[config.mk]
export PLATFORM = sky130hd
export DESIGN_NAME = div_r4_param
export DESIGN_NICKNAME = d
export VERILOG_FILES = /design/src/rtl/div_r4_param.sv
export SDC_FILE = /design/constraint.sdc
export NUM_CORES = 1
export LEC_CHECK = 0
export ABC_CLOCK_PERIOD_IN_PS = 10500
export CORE_MARGIN = 2
export CORE_UTILIZATION = 45
export DETAILED_ROUTE_END_ITERATION = 7
export SLEW_MARGIN = 20
export SYNTH_ARGS = -nofsm -noshare
export SYNTH_HDL_FRONTEND = slang
export SYNTH_SLANG_ARGS = --single-unit
[constraint.sdc]
create_clock -name clk -period 10.5 [get_ports clk]
set_clock_uncertainty 0.05 [all_clocks]
set_input_delay 2.625 -clock clk [delete_from_list [all_inputs] [get_ports clk]]
set_output_delay 2.625 -clock clk [all_outputs]
set_load 0.03 [all_outputs]
[src/rtl/div_r4_param.sv]
// Radix-4 restoring divider, signed or unsigned, WIDTH/2 iterations.
// Result is {remainder, quotient}; divide-by-zero short-circuits.
module div_r4_param #(
  parameter int WIDTH = 32
) (
  input  logic               clk,
  input  logic               rst,
  input  logic               signed_div_i,
  input  logic [WIDTH-1:0]   opdata1_i,
  input  logic [WIDTH-1:0]   opdata2_i,
  input  logic               start_i,
  input  logic               annul_i,
  output logic [2*WIDTH-1:0] result_o,
  output logic               ready_o,
  output logic               busy_o,
  output logic               div_zero_o
);

  localparam int HALF = WIDTH / 2;
  localparam int CW   = $clog2(HALF) + 1;
  localparam logic [CW-1:0] LAST = CW'(HALF - 1);

  typedef enum logic [2:0] {
    S_IDLE,
    S_BUSY,
    S_FIX,
    S_DZERO,
    S_DONE
  } state_t;

  state_t             state_q, state_d;
  logic [CW-1:0]      cnt_q, cnt_d;
  logic [WIDTH-1:0]   rem_q, rem_d;
  logic [WIDTH-1:0]   quo_q, quo_d;
  logic [WIDTH-1:0]   dsr_q, dsr_d;
  logic [WIDTH-1:0]   op1_q, op1_d;
  logic               sgn_q, sgn_d;
  logic               s1_q, s1_d;
  logic               s2_q, s2_d;
  logic [2*WIDTH-1:0] res_q, res_d;
  logic               rdy_q, rdy_d;
  logic               dz_q, dz_d;

  logic [WIDTH-1:0]   a_mag, b_mag;
  logic [WIDTH-1:0]   q_fix, r_fix;
  logic [WIDTH+1:0]   r4, m1, m2, m3;
  logic [WIDTH-1:0]   t1, t2, t3, rsel;
  logic [1:0]         qdig;

  assign a_mag = (signed_div_i && opdata1_i[WIDTH-1])
               ? -opdata1_i : opdata1_i;
  assign b_mag = (signed_div_i && opdata2_i[WIDTH-1])
               ? -opdata2_i : opdata2_i;
  assign q_fix = (sgn_q && (s1_q ^ s2_q)) ? -quo_q : quo_q;
  assign r_fix = (sgn_q && s1_q) ? -rem_q : rem_q;

  // One radix-4 step: pick the largest of 3d/2d/d that fits.
  always_comb begin
    r4 = {rem_q, quo_q[WIDTH-1 -: 2]};
    m1 = {2'b00, dsr_q};
    m2 = {1'b0, dsr_q, 1'b0};
    m3 = m1 + m2;
    t1 = r4[WIDTH-1:0] - m1[WIDTH-1:0];
    t2 = r4[WIDTH-1:0] - m2[WIDTH-1:0];
    t3 = r4[WIDTH-1:0] - m3[WIDTH-1:0];
    qdig = 2'd0;
    rsel = r4[WIDTH-1:0];
    if (r4 >= m3) begin
      qdig = 2'd3;
      rsel = t3;
    end else if (r4 >= m2) begin
      qdig = 2'd2;
      rsel = t2;
    end else if (r4 >= m1) begin
      qdig = 2'd1;
      rsel = t1;
    end
  end

  // Next-state and output decode; annul overrides everything.
  always_comb begin
    state_d = state_q;
    cnt_d   = cnt_q;
    rem_d   = rem_q;
    quo_d   = quo_q;
    dsr_d   = dsr_q;
    op1_d   = op1_q;
    sgn_d   = sgn_q;
    s1_d    = s1_q;
    s2_d    = s2_q;
    res_d   = res_q;
    rdy_d   = rdy_q;
    dz_d    = dz_q;
    if (annul_i && state_q != S_IDLE) begin
      state_d = S_IDLE;
      cnt_d   = '0;
      res_d   = '0;
      rdy_d   = 1'b0;
      dz_d    = 1'b0;
    end else begin
      unique case (state_q)
        S_IDLE: begin
          res_d = '0;
          rdy_d = 1'b0;
          dz_d  = 1'b0;
          if (start_i && !annul_i) begin
            op1_d = opdata1_i;
            sgn_d = signed_div_i;
            s1_d  = opdata1_i[WIDTH-1];
            s2_d  = opdata2_i[WIDTH-1];
            rem_d = '0;
            quo_d = a_mag;
            dsr_d = b_mag;
            cnt_d = '0;
            state_d = (opdata2_i == '0) ? S_DZERO : S_BUSY;
          end
        end
        S_BUSY: begin
          rem_d = rsel;
          quo_d = {quo_q[WIDTH-3:0], qdig};
          cnt_d = cnt_q + 1'b1;
          if (cnt_q == LAST) begin
            state_d = S_FIX;
          end
        end
        S_FIX: begin
          res_d   = {r_fix, q_fix};
          rdy_d   = 1'b1;
          dz_d    = 1'b0;
          state_d = S_DONE;
        end
        S_DZERO: begin
          res_d   = {op1_q, {WIDTH{1'b1}}};
          rdy_d   = 1'b1;
          dz_d    = 1'b1;
          state_d = S_DONE;
        end
        S_DONE: begin
          if (!start_i) begin
            state_d = S_IDLE;
            cnt_d   = '0;
            res_d   = '0;
            rdy_d   = 1'b0;
            dz_d    = 1'b0;
          end
        end
        default: begin
          state_d = S_IDLE;
          cnt_d   = '0;
          res_d   = '0;
          rdy_d   = 1'b0;
          dz_d    = 1'b0;
        end
      endcase
    end
  end

  // State and datapath registers, cleared asynchronously.
  always_ff @(posedge clk or posedge rst) begin
    if (rst) begin
      state_q <= S_IDLE;
      cnt_q   <= '0;
      rem_q   <= '0;
      quo_q   <= '0;
      dsr_q   <= '0;
      op1_q   <= '0;
      sgn_q   <= 1'b0;
      s1_q    <= 1'b0;
      s2_q    <= 1'b0;
      res_q   <= '0;
      rdy_q   <= 1'b0;
      dz_q    <= 1'b0;
    end else begin
      state_q <= state_d;
      cnt_q   <= cnt_d;
      rem_q   <= rem_d;
      quo_q   <= quo_d;
      dsr_q   <= dsr_d;
      op1_q   <= op1_d;
      sgn_q   <= sgn_d;
      s1_q    <= s1_d;
      s2_q    <= s2_d;
      res_q   <= res_d;
      rdy_q   <= rdy_d;
      dz_q    <= dz_d;
    end
  end

  assign result_o   = res_q;
  assign ready_o    = rdy_q;
  assign div_zero_o = dz_q;
  assign busy_o     = (state_q != S_IDLE);

endmodule

* After elaboration in Yosys (flattened, before gate mapping)
Index checks and enable logic that the tools add are counted.
Word-level totals: register bits after elaboration 205, bits of input ports 69, output and inout bits 67
Operators by class: reductions and logical operators 17, $add $sub $neg 9, muxes and demuxes 32, order comparisons 3, bitwise operators 2, eq/ne operators 11
Operators with widths (number):
- 2-to-1 mux 32 bit | 9
- one-hot mux 64 bit (4 select lines) | 1
- 2-to-1 mux 64 bit | 2
- negation 32 bit | 4
- one-hot mux 32 bit (2 select lines) | 2
- subtractor 32 bit | 3
- adder 32 x 33 -> 34 bit | 1
- >= comparator 34 x 32 -> 1 bit | 1
- >= comparator 34 x 33 -> 1 bit | 1
- >= comparator 34 bit | 1
- zero test 32 bit | 1
- one-hot mux 5 bit (4 select lines) | 1
- 2-to-1 mux 5 bit | 3
- 2-to-1 mux 3 bit | 4
- one-hot mux 3 bit (4 select lines) | 1
- AND reduction 3 bit | 4
- inequality test 3 bit, second input constant | 3
- == test 3 x 2 -> 1 bit, second input constant | 2
- logical AND 1 bit | 6
- 2-to-1 mux 2 bit | 3
- one-hot mux 1 bit (3 select lines) | 2
- adder 5 x 1 -> 5 bit, second input constant | 1
- == test 5 x 4 -> 1 bit, second input constant | 1
- 2-to-1 mux 1 bit | 4
- other kinds (12) | 13

* Depth between registers and ports, before layout
depth in word-level cells 5, mapped depth 23

* Worst setup path after synthesis
No wires, ideal clock.
kind input to register, start in opdata1_i[6], end reg quo_q[29], slack 5.610 ns, data required time 10.321 ns, buffers on the path 0, data arrival time 4.711 ns, cell stages on the path 10, cell sequence or4_4 > nor4_2 > or4b_4 > nor2_4 > nand2_4 > o31ai_4 > nand2_1 > xor2_1 > mux2i_1 > o21ai_1
Between the ends: longest elaborated chain between the ends 4
Ends and longest elaborated chain:
- start: declaration | RTL line 9 | input logic [WIDTH-1:0] opdata1_i,
- negation 32 bit | RTL line 51 | ? -opdata1_i : opdata1_i;
- 2-to-1 mux 32 bit | RTL line 51
- 2-to-1 mux 32 bit | RTL line 106 | if (start_i && !annul_i) begin
- one-hot mux 32 bit (2 select lines) | RTL line 101 | unique case (state_q)
- end signal: assignment | RTL line 177 | quo_q <= quo_d;
- end: declaration | RTL line 34 | logic [WIDTH-1:0] quo_q, quo_d;
Every way passes these cells. The select of a mux whose other input is x is not followed. A chain may end at the register's enable or synchronous reset.

* Worst setup path after layout
start reg dsr_q[1], end reg rem_q[10]
Between the ends: longest elaborated chain between the ends 5, elaborated cells between the ends (all ways) 11, classes of those cells add/sub (4); order compare (3); mux (4)
Ends and longest elaborated chain:
- start: declaration | RTL line 35 | logic [WIDTH-1:0] dsr_q, dsr_d;
- start signal: assignment | RTL line 178 | dsr_q <= dsr_d;
- branches (longest 3 deep; another with adder 32 x 33 -> 34 bit)
- 2-to-1 mux 32 bit (*) | RTL line 68 | if (r4 >= m3) begin
- one-hot mux 32 bit (2 select lines) (*) | RTL line 101
- end signal: assignment | RTL line 176 | rem_q <= rem_d;
- end: declaration | RTL line 33 | logic [WIDTH-1:0] rem_q, rem_d;
Mark *: on every way between the ends.

==> impl.org <==
** Placement
- Once placement finished, the instance area stood at 19410 um2.
- The HPWL after detailed placement is 44650 um.
- Worst Setup Slack post-DPL :: about 4500 ps
- GPL Wtd Cong :: 0.9542
- Number of I/O port buffers :: about 140

** STA
- Sum of negative setup slack :: 0 ps
- Maximum frequency from static timing analysis :: 170.4 MHz
- Final worst-path cycle share :: 0.5588
- Final setup slack of the worst path :: ~4600 ps
- Clock period minus worst slack :: 5867 ps
- Worst slew pin tran :: around 1100 ps
- The count of final hold-check violations came to 0.
- Setup repair after global routing missed its margin :: no
- Headroom to the max-slew limit came out at 0.2688.
- Setup violations remaining at the end of the flow were counted as 0.
- The final max-slew violation count came to 0.
- The tightest hold path in the finished design has a slack of 414.7 ps.

** CTS
- TritonCTS clock tree :: built
- Clock-pin slew was measured on the worst setup and hold paths at 60 ps.
- In this run, CTS created clock tree buffers numbering 26.
- H-tree levels :: 1
- In this run, post-CTS repair resized a total of 0 instances.
- The number of setup buffers added after CTS is 0.
- The clock passes through at most 3 buffers.
- Worst-skew pair later-pin latency :: about 570 ps
- Number of hold buffers added after CTS :: 0
- Clock tree synthesis found a total of 204 sinks.
- The tree is rooted in a sky130_fd_sc_hd__clkbuf_16.

** Power
- VDD sags by at most 0.0001886 V.
- The share of total power dissipated in the clock network is 0.129.
- In this run the power spent charging and discharging nets is about 3.5 mW.
- Flop pwr share :: 0.185
- Of the total power, combinational logic draws 0.686.
- Of the total power, the share spent switching nets is 0.5171.
- The internal power of the cells totals 3.301 mW.
- In this run the static leakage power is 9.212 nW.
- For this design the ratio of total power to cell area is 337.2 nW/um2.

** Detailed routing
- Routed vias :: ~17000
- DRC violations left :: 0
- Routed wire per std cell :: 20.44 um
- The first detailed-routing pass ran for 5 iterations.
- After the first detailed-routing iteration, the DRC count stood at 1361.
- Via density per instance :: 5.907
- Antenna-violating nets left :: 0
- The final layout contains routed wiring with a total length of 58040 um.

** Synth
- Synthesized netlist cell count :: 2214
- Post-synthesis sequential area ratio :: 0.2902
- After synthesis, the largest family of logic cells by area is compound AO/OA/AOI/OAI gates.
- Counting flops with a built-in enable in the synthesized netlist gives 0.
- Of the total synthesized cell area, the portion taken by full adders, half adders and majority gates is 0.1006.
- Of all flip-flops after synthesis, the portion carrying an async set or reset was 1.000.
- Main flop type after synthesis :: sky130_fd_sc_hd__dfrtp_1
- Post-synthesis simple-gate area fraction :: 0.1933
- Synthesis produced a netlist with a net count of 2422.
- Yosys printed 0 warnings.
- Netlist area before placement :: about 18000 um2
- Area fraction in compound gates after synthesis :: 0.2472
- Mux cell area share after synthesis :: 0.01842
- Counting flops and latches in the post-synthesis netlist gives 204.
- Cell variety after synth :: 77
- Of the total synthesized cell area, the portion taken by XOR and XNOR cells is 0.1145.
- Avg Inst Size Synth :: 7.945 um2

** Global route
- Across every metal layer, demand over resource in global routing totals 0.2816.
- Total overflow reported by the global router :: 0
- Entering global routing, the biggest net connects between 100 and 150 pins.
- Global-route wire length before repair :: between 90000 and 100000 um
- Number of global-route vias before repair :: between 15000 and 20000
- Initial antenna violation count :: 0

** Die
- roughly 140 I/O pins were placed.
- The total area inside the core boundary comes to ~39000 um2.
- Die area :: just over 40000 um2
- Y dimension of the die :: 201.7 um
- After floorplanning, the core was divided into 72 placement rows.
- Die width :: 201.7 um
- Starting utilization of the core area :: 0.4552

** Outcome
- Outcome :: finished clean

** Min path
- Path class of the lowest-slack min-delay path :: flip-flop to flip-flop

** Critical path
- Bufs and invs on worst path :: 0
- Critical path data required time :: 10950 ps
- Critical Path End Type :: flip-flop
- Critical path arrival :: 6320 ps
- Kind of cell adding the most delay to the critical path :: compound AO/OA/AOI/OAI gates
- Traced cell by cell, the critical path runs through ha_1, fa_1, a21o_1, a21oi_1, o21ai_1, o311a_1, a31oi_1, o21bai_1, a21o_1, a21oi_1, xor2_1, ha_1, a21oi_1, nor2_1, a211oi_1, nand2_1, o211ai_1, nand2_1, nor2_1, o21ai_0, nand2_1.
- Cell with the largest stage delay on the worst path :: sky130_fd_sc_hd__nor2_1
- The worst setup path is of the flip-flop to flip-flop kind.
- The largest single stage delay on the critical path is 700 ps.
- Maximum fanout along the worst path :: 10
- Worst Setup Start Kind :: flip-flop

** Cells and area
- Measured on the finished design, the core utilization comes to 0.5245.
- After routing the design area is 20270 um2.
- After filler insertion, the fill cell instance count of the layout stands at approximately 3700.
- Synthesis-to-layout area growth :: 15.24%
- For this run, the post-layout net count is around 2500.
- Number of antenna repair diodes :: 0
- In the final layout, the share of cells above drive strength 1 is 0.04177.

** Flow run
- Across the run, the number of max-cap violations was 0.
## layer usage
layer,share of wire,track usage,vias to the layer above
met5,0,0,-
met4,0.040,0.1037,0
met1,0.43,0.3698,7972
li1,-,-,8106
met2,0.46,0.4725,578
met3,0.063,0.03855,119
## path summary, 6_finish.rpt
kind / cells past startpoint / slack [ps] / to / start
hold reg to reg: 2 / 410 / result_o[24]$_DFFE_PP0P_ / result_o[24]$_DFFE_PP0P_
hold / removal: 2 / 410 / result_o[24]$_DFFE_PP0P_ / result_o[24]$_DFFE_PP0P_
min in group asynchronous: 2 / 2500 / result_o[19]$_DFFE_PP0P_ / rst
max in group asynchronous: 3 / 6470 / state_q[0]$_DFFE_PP0P_ / rst
setup / recovery: 21 / 4630 / rem_q[10]$_DFFE_PP0P_ / dsr_q[1]$_DFFE_PP0P_
setup reg to reg: 21 / 4630 / rem_q[10]$_DFFE_PP0P_ / dsr_q[1]$_DFFE_PP0P_
## registers in the layout, indices dropped and copies added, names as in the netlist
signal,cells
dsr_q,32
sgn_q,1
result_o,64
div_zero_o,1
s2_q,1
rem_q,32
ready_o,1
state_q,3
quo_q,32
op1_q,32
cnt_q,5
## kinds of logic after synthesis
group                      after synthesis
and+or+nand+nor                        745
muxes                                   32
adders and majority gates              139
DFF                                    204
xor gates and xnor gates               230
AOI/OAI and AO/OA                      699
buffers and inverters                  165
## area by class of cell
type	count	area (um2)	share of cell area
Clock inverter	9	91.34	0.004506
Clock buffer	36	728.2	0.03592
Inverter	77	296.5	0.01463
Multi-Input combinational cell	1845	11910	0.5873
Sequential cell	204	5106	0.2519
Tap cell	518	648.1	0.03197
Timing Repair Buffer	151	1496	0.07382
## power by group through the flow
stage,combinational [mW],sequential (mW),clock (mW)
6_report,4.69,1.26,0.880
5_1_grt,5.16,1.29,0.925
4_1_cts,4.61,1.26,0.896
3_5_place_dp,4.58,1.27,0
3_3_place_gp,4.57,1.26,0
2_1_floorplan,3.46,1.15,0
## synth_stat cells, drive strengths merged (27+ instances only)
library cell  number  area [um2]
clkbuf            72       270.3
ha               135        1689
nand3             27       140.1
inv               77       289.0
a21oi            195       975.9
dfrtp            204        5105
nor3              31       160.1
xor2             113       989.7
mux2i             29       290.3
a21o              53       397.9
o21ai            227        1140
a22oi             31       232.7
nand2            397        1503
nor2             129       491.7
xnor2            117        1025
## layout by cell type, fill, tap and decap left out, types with 9 or more instances in the layout
master	instances
sky130_fd_sc_hd__a211oi_1	11
sky130_fd_sc_hd__a21o_1	53
sky130_fd_sc_hd__a21oi_1	195
sky130_fd_sc_hd__a222oi_1	11
sky130_fd_sc_hd__a22o_1	17
sky130_fd_sc_hd__a22oi_1	31
sky130_fd_sc_hd__a31oi_1	13
sky130_fd_sc_hd__and2_1	15
sky130_fd_sc_hd__and3_1	16
sky130_fd_sc_hd__buf_4	14
sky130_fd_sc_hd__clkbuf_16	26
sky130_fd_sc_hd__clkdlybuf4s50_1	135
sky130_fd_sc_hd__dfrtp_1	203
sky130_fd_sc_hd__ha_1	135
sky130_fd_sc_hd__inv_1	76
sky130_fd_sc_hd__mux2i_1	29
sky130_fd_sc_hd__nand2_1	394
sky130_fd_sc_hd__nand2b_1	25
sky130_fd_sc_hd__nand3_1	26
sky130_fd_sc_hd__nand4_1	21
sky130_fd_sc_hd__nor2_1	125
sky130_fd_sc_hd__nor2b_1	12
sky130_fd_sc_hd__nor3_1	29
sky130_fd_sc_hd__nor4_1	13
sky130_fd_sc_hd__o211ai_1	16
sky130_fd_sc_hd__o21a_1	12
sky130_fd_sc_hd__o21ai_0	219
sky130_fd_sc_hd__o21bai_1	22
sky130_fd_sc_hd__o221ai_1	14
sky130_fd_sc_hd__o31ai_1	25
sky130_fd_sc_hd__or3_1	20
sky130_fd_sc_hd__or4_1	9
sky130_fd_sc_hd__xnor2_1	117
sky130_fd_sc_hd__xor2_1	113
## through the flow
step	total power, mW	std cells
final	6.836	2840
after global placement	5.831	2793
after detailed placement	5.853	2793
after global routing	7.374	2840
after floorplan	4.611	2214
after CTS	6.757	2838
## worst reg2reg max path, cell delays in order, from the launching register on
cell	delay [ps]
sky130_fd_sc_hd__dfrtp_1	450
sky130_fd_sc_hd__ha_1	250
sky130_fd_sc_hd__fa_1	410
sky130_fd_sc_hd__a21o_1	170
sky130_fd_sc_hd__a21oi_1	220
sky130_fd_sc_hd__o21ai_1	160
sky130_fd_sc_hd__o311a_1	360
sky130_fd_sc_hd__a31oi_1	400
sky130_fd_sc_hd__o21bai_1	200
sky130_fd_sc_hd__a21o_1	210
sky130_fd_sc_hd__a21oi_1	170
sky130_fd_sc_hd__xor2_1	170
sky130_fd_sc_hd__ha_1	310
sky130_fd_sc_hd__a21oi_1	170
sky130_fd_sc_hd__nor2_1	60
sky130_fd_sc_hd__a211oi_1	320
sky130_fd_sc_hd__nand2_1	90
sky130_fd_sc_hd__o211ai_1	310
sky130_fd_sc_hd__nand2_1	310
sky130_fd_sc_hd__nor2_1	710
sky130_fd_sc_hd__o21ai_0	220
sky130_fd_sc_hd__nand2_1	100
(Power assumes the default switching activity.)
